**src/rtl/pic_window_fetch.sv**
```systemverilog
// Sliding-window fetch engine: scans FILTERxFILTER windows tile by tile, issues lane reads and
// buffers returning data in a small FIFO. Define PIC_WIN_PAD_EN to enable zero-padded borders.
module pic_window_fetch #(
   parameter int BITS    = 16,
   parameter int CH_NUM  = 1,
   parameter int TILE_H  = 4,
   parameter int TILE_W  = 4,
   parameter int LENGTH  = 60,
   parameter int HEIGHT  = 60,
   parameter int FILTER  = 3,
   parameter int STRIDE  = 4,
   parameter int MEM_LAT = 1,
   parameter int ADDR_W  = 12,
   parameter int PAD     = 1
) (
   input  logic                                   clk_in,
   input  logic                                   rst,
   input  logic                                   start,
   output logic                                   busy,
   output logic                                   done,
   output logic                                   mem_rd_en,
   output logic [CH_NUM*TILE_H*TILE_W*ADDR_W-1:0] mem_addr,
   input  logic [CH_NUM*TILE_H*TILE_W*BITS-1:0]   mem_rdata,
   output logic [CH_NUM*TILE_H*TILE_W*BITS-1:0]   map,
   output logic                                   map_valid,
   input  logic                                   map_ready,
   output logic                                   map_last
);

   localparam int LANES = CH_NUM*TILE_H*TILE_W;
   localparam int DEPTH = MEM_LAT + 2;
`ifdef PIC_WIN_PAD_EN
   localparam int PAD_EFF = PAD;
`else
   localparam int PAD_EFF = PAD * 0;
`endif
   localparam int ROW_SPAN = HEIGHT + 2*PAD_EFF - FILTER - TILE_H + 1;
   localparam int COL_SPAN = LENGTH + 2*PAD_EFF - FILTER - TILE_W + 1;
   localparam logic [15:0] ROW_LAST = 16'((ROW_SPAN / STRIDE) * STRIDE);
   localparam logic [15:0] COL_LAST = 16'((COL_SPAN / STRIDE) * STRIDE);
   localparam logic [15:0] OFF_LAST = 16'(FILTER - 1);
   localparam logic [15:0] STEP     = 16'(STRIDE);

   typedef enum logic [1:0] {IDLE = 2'd0, ISSUE = 2'd1, DRAIN = 2'd2} state_t;

   state_t                     state_r, state_next_s;
   logic                       busy_r, done_r, rd_en_r, map_valid_r;
   logic                       issue_s, fin_s, done_s, room_s, push_s, pop_s;
   logic [15:0]                row_off_r, col_off_r, col_org_r, row_org_r;
   logic [LANES*ADDR_W-1:0]    addr_r, addr_s;
   logic [LANES-1:0]           mask_s, req_mask_r;
   logic                       req_last_r;
   logic                       pipe_vld_r  [MEM_LAT];
   logic                       pipe_last_r [MEM_LAT];
   logic [LANES-1:0]           pipe_mask_r [MEM_LAT];
   logic [LANES*BITS-1:0]      push_data_s;
   logic [LANES*BITS-1:0]      fifo_data_r [DEPTH];
   logic [LANES*BITS-1:0]      fifo_data_s [DEPTH];
   logic [LANES*BITS-1:0]      shift_data_s [DEPTH];
   logic                       fifo_last_r [DEPTH];
   logic                       fifo_last_s [DEPTH];
   logic                       shift_last_s [DEPTH];
   logic [3:0]                 cnt_r, infl_r, cnt_next_s, infl_next_s, wr_idx_s;

   assign fin_s  = (row_off_r == OFF_LAST) && (col_off_r == OFF_LAST) &&
                   (col_org_r == COL_LAST) && (row_org_r == ROW_LAST);
   assign push_s = pipe_vld_r[MEM_LAT-1];
   assign pop_s  = map_valid_r & map_ready;
   // A read may only go out if its data is guaranteed a FIFO slot on return.
   assign room_s = ({1'b0, cnt_r} + {1'b0, infl_r}) < (5'(DEPTH) + {4'b0, pop_s});
   assign wr_idx_s    = cnt_r - {3'b0, pop_s};
   assign cnt_next_s  = cnt_r + {3'b0, push_s} - {3'b0, pop_s};
   assign infl_next_s = infl_r + {3'b0, issue_s} - {3'b0, push_s};

   // FSM state register
   always_ff @(posedge clk_in or posedge rst) begin
      if (rst) state_r <= IDLE;
      else     state_r <= state_next_s;
   end

   // FSM next-state logic
   always_comb begin
      state_next_s = state_r;
      case (state_r)
         IDLE:    if (start) state_next_s = fin_s ? DRAIN : ISSUE; else state_next_s = IDLE;
         ISSUE:   if (issue_s && fin_s) state_next_s = DRAIN; else state_next_s = ISSUE;
         DRAIN:   if (cnt_r == 4'd0 && infl_r == 4'd0) state_next_s = IDLE; else state_next_s = DRAIN;
         default: state_next_s = IDLE;
      endcase
   end

   // FSM outputs: read issue and completion strobe
   always_comb begin
      issue_s = 1'b0;
      done_s  = 1'b0;
      case (state_r)
         IDLE:    issue_s = start;
         ISSUE:   issue_s = room_s;
         DRAIN:   done_s  = (cnt_r == 4'd0) && (infl_r == 4'd0);
         default: issue_s = 1'b0;
      endcase
   end

   // Per-lane addresses and out-of-map flags for the current scan position
   always_comb begin
      int row_s, col_s, n_s;
      row_s  = 0;
      col_s  = 0;
      n_s    = 0;
      addr_s = '0;
      mask_s = '0;
      for (int c = 0; c < CH_NUM; c++) begin
         for (int j = 0; j < TILE_H; j++) begin
            for (int k = 0; k < TILE_W; k++) begin
               n_s   = (c*TILE_H + j)*TILE_W + k;
               row_s = int'(row_org_r) + int'(row_off_r) + j - PAD_EFF;
               col_s = int'(col_org_r) + int'(col_off_r) + k - PAD_EFF;
               if (row_s < 0 || row_s >= HEIGHT || col_s < 0 || col_s >= LENGTH) mask_s[n_s] = 1'b1;
               else mask_s[n_s] = 1'b0;
               addr_s[n_s*ADDR_W +: ADDR_W] = ADDR_W'(c*LENGTH*HEIGHT + row_s*LENGTH + col_s);
            end
         end
      end
   end

   // Scan counters, read strobe and request side-band
   always_ff @(posedge clk_in or posedge rst) begin
      if (rst) begin
         row_off_r  <= 16'd0;
         col_off_r  <= 16'd0;
         col_org_r  <= 16'd0;
         row_org_r  <= 16'd0;
         rd_en_r    <= 1'b0;
         addr_r     <= '0;
         req_last_r <= 1'b0;
         req_mask_r <= '0;
         busy_r     <= 1'b0;
         done_r     <= 1'b0;
      end else begin
         rd_en_r <= issue_s;
         busy_r  <= (state_next_s != IDLE);
         done_r  <= done_s;
         if (issue_s) begin
            addr_r     <= addr_s;
            req_mask_r <= mask_s;
            req_last_r <= (row_off_r == OFF_LAST) && (col_off_r == OFF_LAST);
            if (row_off_r == OFF_LAST) begin
               row_off_r <= 16'd0;
               if (col_off_r == OFF_LAST) begin
                  col_off_r <= 16'd0;
                  if (col_org_r == COL_LAST) begin
                     col_org_r <= 16'd0;
                     row_org_r <= (row_org_r == ROW_LAST) ? 16'd0 : row_org_r + STEP;
                  end else col_org_r <= col_org_r + STEP;
               end else col_off_r <= col_off_r + 16'd1;
            end else row_off_r <= row_off_r + 16'd1;
         end
      end
   end

   // Side-band delay line matching the memory latency
   always_ff @(posedge clk_in or posedge rst) begin
      if (rst) begin
         for (int i = 0; i < MEM_LAT; i++) begin
            pipe_vld_r[i]  <= 1'b0;
            pipe_last_r[i] <= 1'b0;
            pipe_mask_r[i] <= '0;
         end
      end else begin
         pipe_vld_r[0]  <= rd_en_r;
         pipe_last_r[0] <= req_last_r;
         pipe_mask_r[0] <= req_mask_r;
         for (int i = 1; i < MEM_LAT; i++) begin
            pipe_vld_r[i]  <= pipe_vld_r[i-1];
            pipe_last_r[i] <= pipe_last_r[i-1];
            pipe_mask_r[i] <= pipe_mask_r[i-1];
         end
      end
   end

   // Returned data with padded lanes forced to zero
   always_comb begin
      push_data_s = '0;
      for (int n = 0; n < LANES; n++) begin
         if (pipe_mask_r[MEM_LAT-1][n]) push_data_s[n*BITS +: BITS] = '0;
         else push_data_s[n*BITS +: BITS] = mem_rdata[n*BITS +: BITS];
      end
   end

   // FIFO next contents: head at slot 0, pops shift down and zero-fill the top
   always_comb begin
      for (int i = 0; i < DEPTH-1; i++) begin
         shift_data_s[i] = fifo_data_r[i+1];
         shift_last_s[i] = fifo_last_r[i+1];
      end
      shift_data_s[DEPTH-1] = '0;
      shift_last_s[DEPTH-1] = 1'b0;
      for (int i = 0; i < DEPTH; i++) begin
         if (push_s && wr_idx_s == 4'(i)) begin
            fifo_data_s[i] = push_data_s;
            fifo_last_s[i] = pipe_last_r[MEM_LAT-1];
         end else if (pop_s) begin
            fifo_data_s[i] = shift_data_s[i];
            fifo_last_s[i] = shift_last_s[i];
         end else begin
            fifo_data_s[i] = fifo_data_r[i];
            fifo_last_s[i] = fifo_last_r[i];
         end
      end
   end

   // FIFO storage, occupancy and in-flight tracking
   always_ff @(posedge clk_in or posedge rst) begin
      if (rst) begin
         for (int i = 0; i < DEPTH; i++) begin
            fifo_data_r[i] <= '0;
            fifo_last_r[i] <= 1'b0;
         end
         cnt_r       <= 4'd0;
         infl_r      <= 4'd0;
         map_valid_r <= 1'b0;
      end else begin
         for (int i = 0; i < DEPTH; i++) begin
            fifo_data_r[i] <= fifo_data_s[i];
            fifo_last_r[i] <= fifo_last_s[i];
         end
         cnt_r       <= cnt_next_s;
         infl_r      <= infl_next_s;
         map_valid_r <= (cnt_next_s != 4'd0);
      end
   end

   assign busy      = busy_r;
   assign done      = done_r;
   assign mem_rd_en = rd_en_r;
   assign mem_addr  = addr_r;
   assign map       = fifo_data_r[0];
   assign map_last  = fifo_last_r[0];
   assign map_valid = map_valid_r;

endmodule

```
**config.mk**
```make
export PLATFORM = sky130hd
export DESIGN_NAME = pic_window_fetch
export DESIGN_NICKNAME = d
export VERILOG_FILES = /design/src/rtl/pic_window_fetch.sv
export SDC_FILE = /design/constraint.sdc
export NUM_CORES = 2
export LEC_CHECK = 0
export ABC_AREA = 1
export BUFFER_PORTS_ARGS = -buffer_cell sky130_fd_sc_hd__buf_4
export CAP_MARGIN = 20
export CORE_ASPECT_RATIO = 0.75
export CORE_MARGIN = 10
export CORE_UTILIZATION = 62
export DETAILED_ROUTE_END_ITERATION = 8
export PLACE_DENSITY = 0.86
export SETUP_SLACK_MARGIN = 0.3
export SLEW_MARGIN = 20
export SYNTH_ARGS = -nofsm -noshare
export SYNTH_HDL_FRONTEND = slang
export SYNTH_SLANG_ARGS = --single-unit
```
**constraint.sdc**
```tcl
create_clock -name clk_in -period 56 [get_ports clk_in]
set_input_delay 8.4 -clock clk_in [delete_from_list [all_inputs] [get_ports clk_in]]
set_output_delay 8.4 -clock clk_in [all_outputs]
set_load 0.01 [all_outputs]
```
; After elaboration in Yosys (flattened, before gate mapping)
; Index checks and enable logic that the tools add are counted.
; Widths: inputs -> output; s select.
[op_classes]
add_sub_neg = 35
mul = 4
magnitude_cmp = 17
n_eq_ne = 8
muxes = 55
bitwise = 1
n_reduce_logical = 56
[op_table]
columns = op, count
row1 = $mux 256, 6
row2 = $mux 16, 20
row3 = $add 12x12->12, 16
row4 = $ge 32x7->1 const B, 3
row5 = $lt 32x1->1 const B, 3
row6 = $ge 18x6->1 const B, 4
row7 = $lt 18x1->1 const B, 4
row8 = $mul 32x5->10 const B, 2
row9 = $add 17x2->18 const B, 3
row10 = $logic_or 1x1->1, 36
row11 = $add 16x16->17, 2
row12 = $add 16x1->16 const B, 2
row13 = $add 16x3->16 const B, 2
row14 = $add 32x2->32 const B, 1
row15 = $add 32x3->32 const B, 1
row16 = $eq 16x2->1 const B, 2
row17 = $eq 16x6->1 const B, 2
row18 = $mux 1, 23
row19 = $add 17x1->18 const B, 1
row20 = $mul 18x4->10 const B, 1
row21 = $ge 17x6->1 const B, 1
row22 = $lt 17x1->1 const B, 1
row23 = $mul 17x4->10 const B, 1
row24 = $logic_not 4->1, 3
row25 = 20 further kinds, 36
[word_totals]
ff_bits = 1076
inputBits = 260
output_inout_bits = 453
word_cells = 199

; Longest topological paths before layout
[depth]
word_depth = 8
mapped_depth = 35
mapped_depth_nobuf = 35

; Worst setup path after synthesis
; Ideal clock, no wire load.
[synth_timing]
kind = in2reg
from = in map_ready
to = reg infl_r[2]
setup_time_ns = 0.123
arrival_ns = 11.192
t_required_ns = 55.877
slack_ns = 44.686
cell_stages = 15
path_buffers = 4
path_cell_list = nand2_1 -> inv_2 -> clkbuf_1 -> clkbuf_1 -> ha_1 -> o21a_1 -> o21ai_1 -> nand3_1 -> nand2_1 -> clkbuf_1 -> clkbuf_1 -> ha_1 -> inv_1 -> fa_1 -> xnor2_1
[synth_via]
elab_chain_cells = 6
[synth_rtl]
columns = item, line_no
row1 = "start, declared", 26  ; input logic map_ready,
row2 = $and 1x1->1, 68  ; assign pop_s = map_valid_r & map_ready;
row3 = $add 2x1->3, 70  ; assign room_s = ({1'b0, cnt_r} + {1'b0, infl_r}) < (5'(DEPTH) + {4'b0, pop_s});
row4 = $lt 5x3->1, 70
row5 = $pmux 1 s2, 96  ; case (state_r)
row6 = via issue_s, 48  ; logic issue_s, fin_s, done_s, room_s, push_s, pop_s;
row7 = $add 4x1->4, 73  ; assign infl_next_s = infl_r + {3'b0, issue_s} - {3'b0, push_s};
row8 = $sub 4x1->4, 73
row9 = via infl_next_s[2], 63  ; logic [3:0] cnt_r, infl_r, cnt_next_s, infl_next_s, wr_idx_s;
row10 = "end signal, assigned", 228  ; infl_r <= infl_next_s;
row11 = "end, declared", 63
; The timed path passes the listed nets, and every way through them passes these cells.
; A chain may end at the register's enable or synchronous reset.

; Worst setup path in the final report
[layout_timing]
from = in map_ready
to = reg fifo_data_r[58] (netlist name)
[layout_via]
elab_chain_cells = 5
word_cells_on_any_way = 6
cone_classes = add/sub (1) / eq/ne (1) / mux (1) / bitwise (1) / reduce/logical (2)
[layout_rtl]
columns = item, line_no
row1 = $and 1x1->1 (*), 68
row2 = $sub 4x1->4, 71  ; assign wr_idx_s = cnt_r - {3'b0, pop_s};
row3 = $eq 4x2->1, 199  ; if (push_s && wr_idx_s == 4'(i)) begin
row4 = $logic_and 1x1->1, 199
row5 = $mux 256 or $reduce_bool 2->1 (tied branches), n/a
row6 = "end signal, assigned by index", 224  ; fifo_data_r[i] <= fifo_data_s[i];
row7 = "end, declared", 57  ; logic [LANES*BITS-1:0] fifo_data_r [DEPTH];
; Mark *: on every way between the ends. The rest lies on a longest branch, timed or not.

==> results.sh <==
export IMPL_outcome="completed"
export IMPL_cell_internal_pwr_uw=1177
export IMPL_synth_area_um2=59590
export IMPL_ant_nets=0
export IMPL_rsz0062_at_grt="no"
export IMPL_portBuffers=712
export IMPL_dp_hpwl_mm=130.0
export IMPL_yosys_warnings=0
export IMPL_setup_viol=0
export IMPL_slowest_delay_ns=0.91
export IMPL_min_from="req_mask_r[10]"
export IMPL_slew_violations=0
export IMPL_dr_pass1_iters=8
export IMPL_p_clk_share_pct=45.4
export IMPL_hold_violations=0
export IMPL_grt_antenna_before_repair=12
export IMPL_arrival_ns=13.17
export IMPL_crit_start="map_ready"
export IMPL_regToRegStartpoint="row_off_r[3]"
export IMPL_tightest_slew_ns=1.185
export IMPL_crit_path_end_kind="register"
export IMPL_power_density_nw_per_um2=23.39
export IMPL_synthArstFlopShare_pct=100.0
export IMPL_initial_core_util_pct=62.55
export IMPL_p_seq_share_pct=48.3
export IMPL_critPathKind="in2reg"
export IMPL_drv_cap=0
export IMPL_drc=0
export IMPL_min_path_cells=0
export IMPL_die_h_um=288.5
export IMPL_dieArea_um2=109000
export IMPL_crit_top_cell="buf_4"
export IMPL_postSynthAreaPerCell_um2=8.417
export IMPL_cts_resized=0
export IMPL_fin_skew_ns=0.05615
export IMPL_area_growth_synth_to_final_pct=11.90
export IMPL_drtIter0Drc=6975
export IMPL_nets=7794
export IMPL_pre_cts_ws_ns=42.47
export IMPL_synth_edf_count=0
export IMPL_worst_ir_drop_vdd_mv=0.02362
export IMPL_dp_cells=8359
export IMPL_postCtsSetupBuffers=0
export IMPL_netlist_top_cells_area="dfrtp_1 (44%), nand3_1 (13%), nand2_1 (7.0%), o211ai_1 (6.5%), ha_1 (5.4%)"
export IMPL_netlist_cell_type_count=54
export IMPL_cts_hold_buf=0
export IMPL_setup_tns_ns=0
export IMPL_max_slew_margin_rel_pct=20.74
export IMPL_place_congestion=0.9768
export IMPL_layout_drive_gt1_share_pct=14.07
export IMPL_yosysSeqAreaShare_pct=43.59
export IMPL_wire_per_inst_um=21.62
export IMPL_avgViaCountPerCell=6.244
export IMPL_crit_fanout=144
export IMPL_path_cells="buf_4 -> nand2_4 -> inv_8 -> ha_1 -> ha_1 -> xor2_1 -> nor3_1 -> nand4_1 -> buf_12 -> buf_4 -> buf_4 -> nand3_1 -> o21ai_0"
export IMPL_cts_sinks=1038
export IMPL_combPwrFrac_pct=6.2
export IMPL_crit_required_ns=56.62
export IMPL_period_needed_ns=12.55
export IMPL_ctsHtreeMaxLevel=3
export IMPL_synth_seq_cells=1038
export IMPL_placementRows=98
export IMPL_cts_made_buffers=99
export IMPL_reg2reg_depth=28
export IMPL_cts_path_max_buffers=3
export IMPL_cp_slowest_cell="buf_4"
export IMPL_cp_start_kind="input pin"
export IMPL_clockRootBuffer="clkbuf_16"
export IMPL_grt_ovfl_total=0
export IMPL_yosys_area_top_type="dfrtp_1"
export IMPL_synth_top_cell_area_share_pct=43.59
export IMPL_coreArea_um2=95270
export IMPL_placed_cell_area_um2=63120
export IMPL_grt_pass1_wl_mm=286.5
export IMPL_ys_flop_type="dfrtp_1"
export IMPL_cts_tree="done"
export IMPL_grt_max_degree=292
export IMPL_clkTransAtPathRegs_ns=0.07
export IMPL_synthesis_nets=7661
export IMPL_holdWs_ns=0.3728
export IMPL_final_area_um2=66690
export IMPL_syn_inst=7080
export IMPL_setup_ws_ns=43.45
export IMPL_hold_class="reg2reg"
export IMPL_clock_latency_ns=0.73
export IMPL_first_global_vias=50534
export IMPL_routed_wl_mm=184.9
export IMPL_max_freq_mhz=79.66
export IMPL_track_usage_pct=32.57
export IMPL_p_switching_uw=383.3
export IMPL_vias=53415
export IMPL_fin_cells=8554
export IMPL_die_w_um=378.0
export IMPL_io_pins=713
export IMPL_leakage_uw=0.03248
export IMPL_p_sw_share_pct=24.58
export IMPL_fin_crit_sh_pct=22.42
-- logic make-up after synthesis --
kind of cell,count (synthesis),synth area share (%)
AND/OR/NAND/NOR,3082,23.79
XOR/XNOR,179,2.643
AO/OA/AOI/OAI,1207,12.65
buffers and inverters,1253,9.776
flip-flops,1038,43.59
adder cells (fa/ha/maj),321,7.558
-- flip-flops by register name, indices dropped and copies added, names as in the netlist, 2 cells and up --
signal       cells
row_org_r       14
row_off_r       16
cnt_r            4
map            256
pipe_mask_r     16
col_off_r       16
mem_addr       158
col_org_r       14
infl_r           4
fifo_data_r    512
state_r          2
req_mask_r      16
fifo_last_r      2
-- stage by stage --
step                      utilization, %  total power (uW)
final                              69.99              1560
after global routing               69.99              1604
after CTS                          69.87              1563
after floorplan                        -             826.0
after global placement             66.25             862.2
after detailed placement           66.25             862.8
-- layout make-up --
| class | instances | area (um^2) |
|---|---|---|
| clock buffers | 143 | 2914 |
| repair buffers | 754 | 5836 |
| flip-flops and latches | 1038 | 25970 |
| well taps | 1250 | 1564 |
| diodes | 10 | 25.02 |
| clock inverters | 39 | 533.0 |
| inverters | 531 | 2017 |
| multi-input cells | 4789 | 27820 |
| fillers | 7122 | 28590 |
-- routing by layer --
metal | vias up | track usage, % | share of wire (%) | wire length (um)
met4 | 6 | 17.34 | 5.9 | 10890
met1 | 25752 | 43.12 | 39 | 72810
met2 | 2745 | 50.37 | 46 | 84540
li1 | 24355 | - | - | -
met3 | 557 | 6.803 | 9.0 | 16640
met5 | - | 0 | 0.025 | 46
-- cell usage after synthesis (all sizes together) (2+ instances only) --
cell type  count
buf          360
a31oi          4
o211ai       517
nor3b          2
o21ai        452
fa            65
clkbuf       362
or2           17
nand3b         7
a21oi        164
and2           4
xnor2         72
inv          529
or4            2
o2111ai        7
o21a          10
nor4          20
nor3          61
nand4         68
dfrtp       1038
o21bai        17
nor2         248
a22o           2
o22ai          2
o31ai         19
o31a           2
clkinv         2
ha           256
xor2         107
nand2       1151
a21o           8
nand3       1501
-- critical path: cells and delay by family --
kind / cells / cell delay (ns)
buf+inv: 5 / 2.96
fa+ha+maj: 2 / 0.60
simple gates: 4 / 0.70
compound gates: 1 / 0.17
xor+xnor: 1 / 0.14
-- power by group through the flow --
stage / sequential [uW] / clock, uW / combinational (uW)
4_1_cts: 754 / 713 / 95.4
6_report: 754 / 709 / 97.0
5_1_grt: 754 / 745 / 105
3_3_place_gp: 768 / 0 / 94.1
2_1_floorplan: 769 / 0 / 57.5
3_5_place_dp: 768 / 0 / 94.8
-- placed cells by master, fill, tap and decap left out, types with 8 or more instances in the layout --
cell type and count:
nand3_1 1493, nand2_1 1104, dfrtp_1 1038, buf_4 739, inv_1 518, o211ai_1 517
o21ai_0 448, ha_1 256, nor2_1 223, a21oi_1 163, xor2_1 106, clkbuf_16 100
xnor2_1 72, nand4_1 68, fa_1 65, nor3_1 59, nand2_2 34, clkbuf_8 25
nor4_1 20, clkinv_2 20, o31ai_1 19, clkbuf_1 18, o21bai_1 16, nand2_4 13
nor2_2 13, nor2_4 12, diode_2 10, or2_2 10, o21a_1 10, inv_2 8
a21o_1 8, bufinv_16 8, buf_12 8
-- path summary, 6_finish.rpt --
| path | endpoint | slack, ns |
|---|---|---|
| worst max-delay path | fifo_data_r[58] | 43.45 |
| worst min-delay path | pipe_mask_r[10] | 0.37 |
| worst max register to register | mem_addr[59] | 48.72 |
| worst min register to register | pipe_mask_r[10] | 0.37 |
| max in group asynchronous | map[55] | 43.77 |
| min in group asynchronous | col_off_r[13] | 7.84 |
Note: power is estimated with default switching activity, not from simulation.
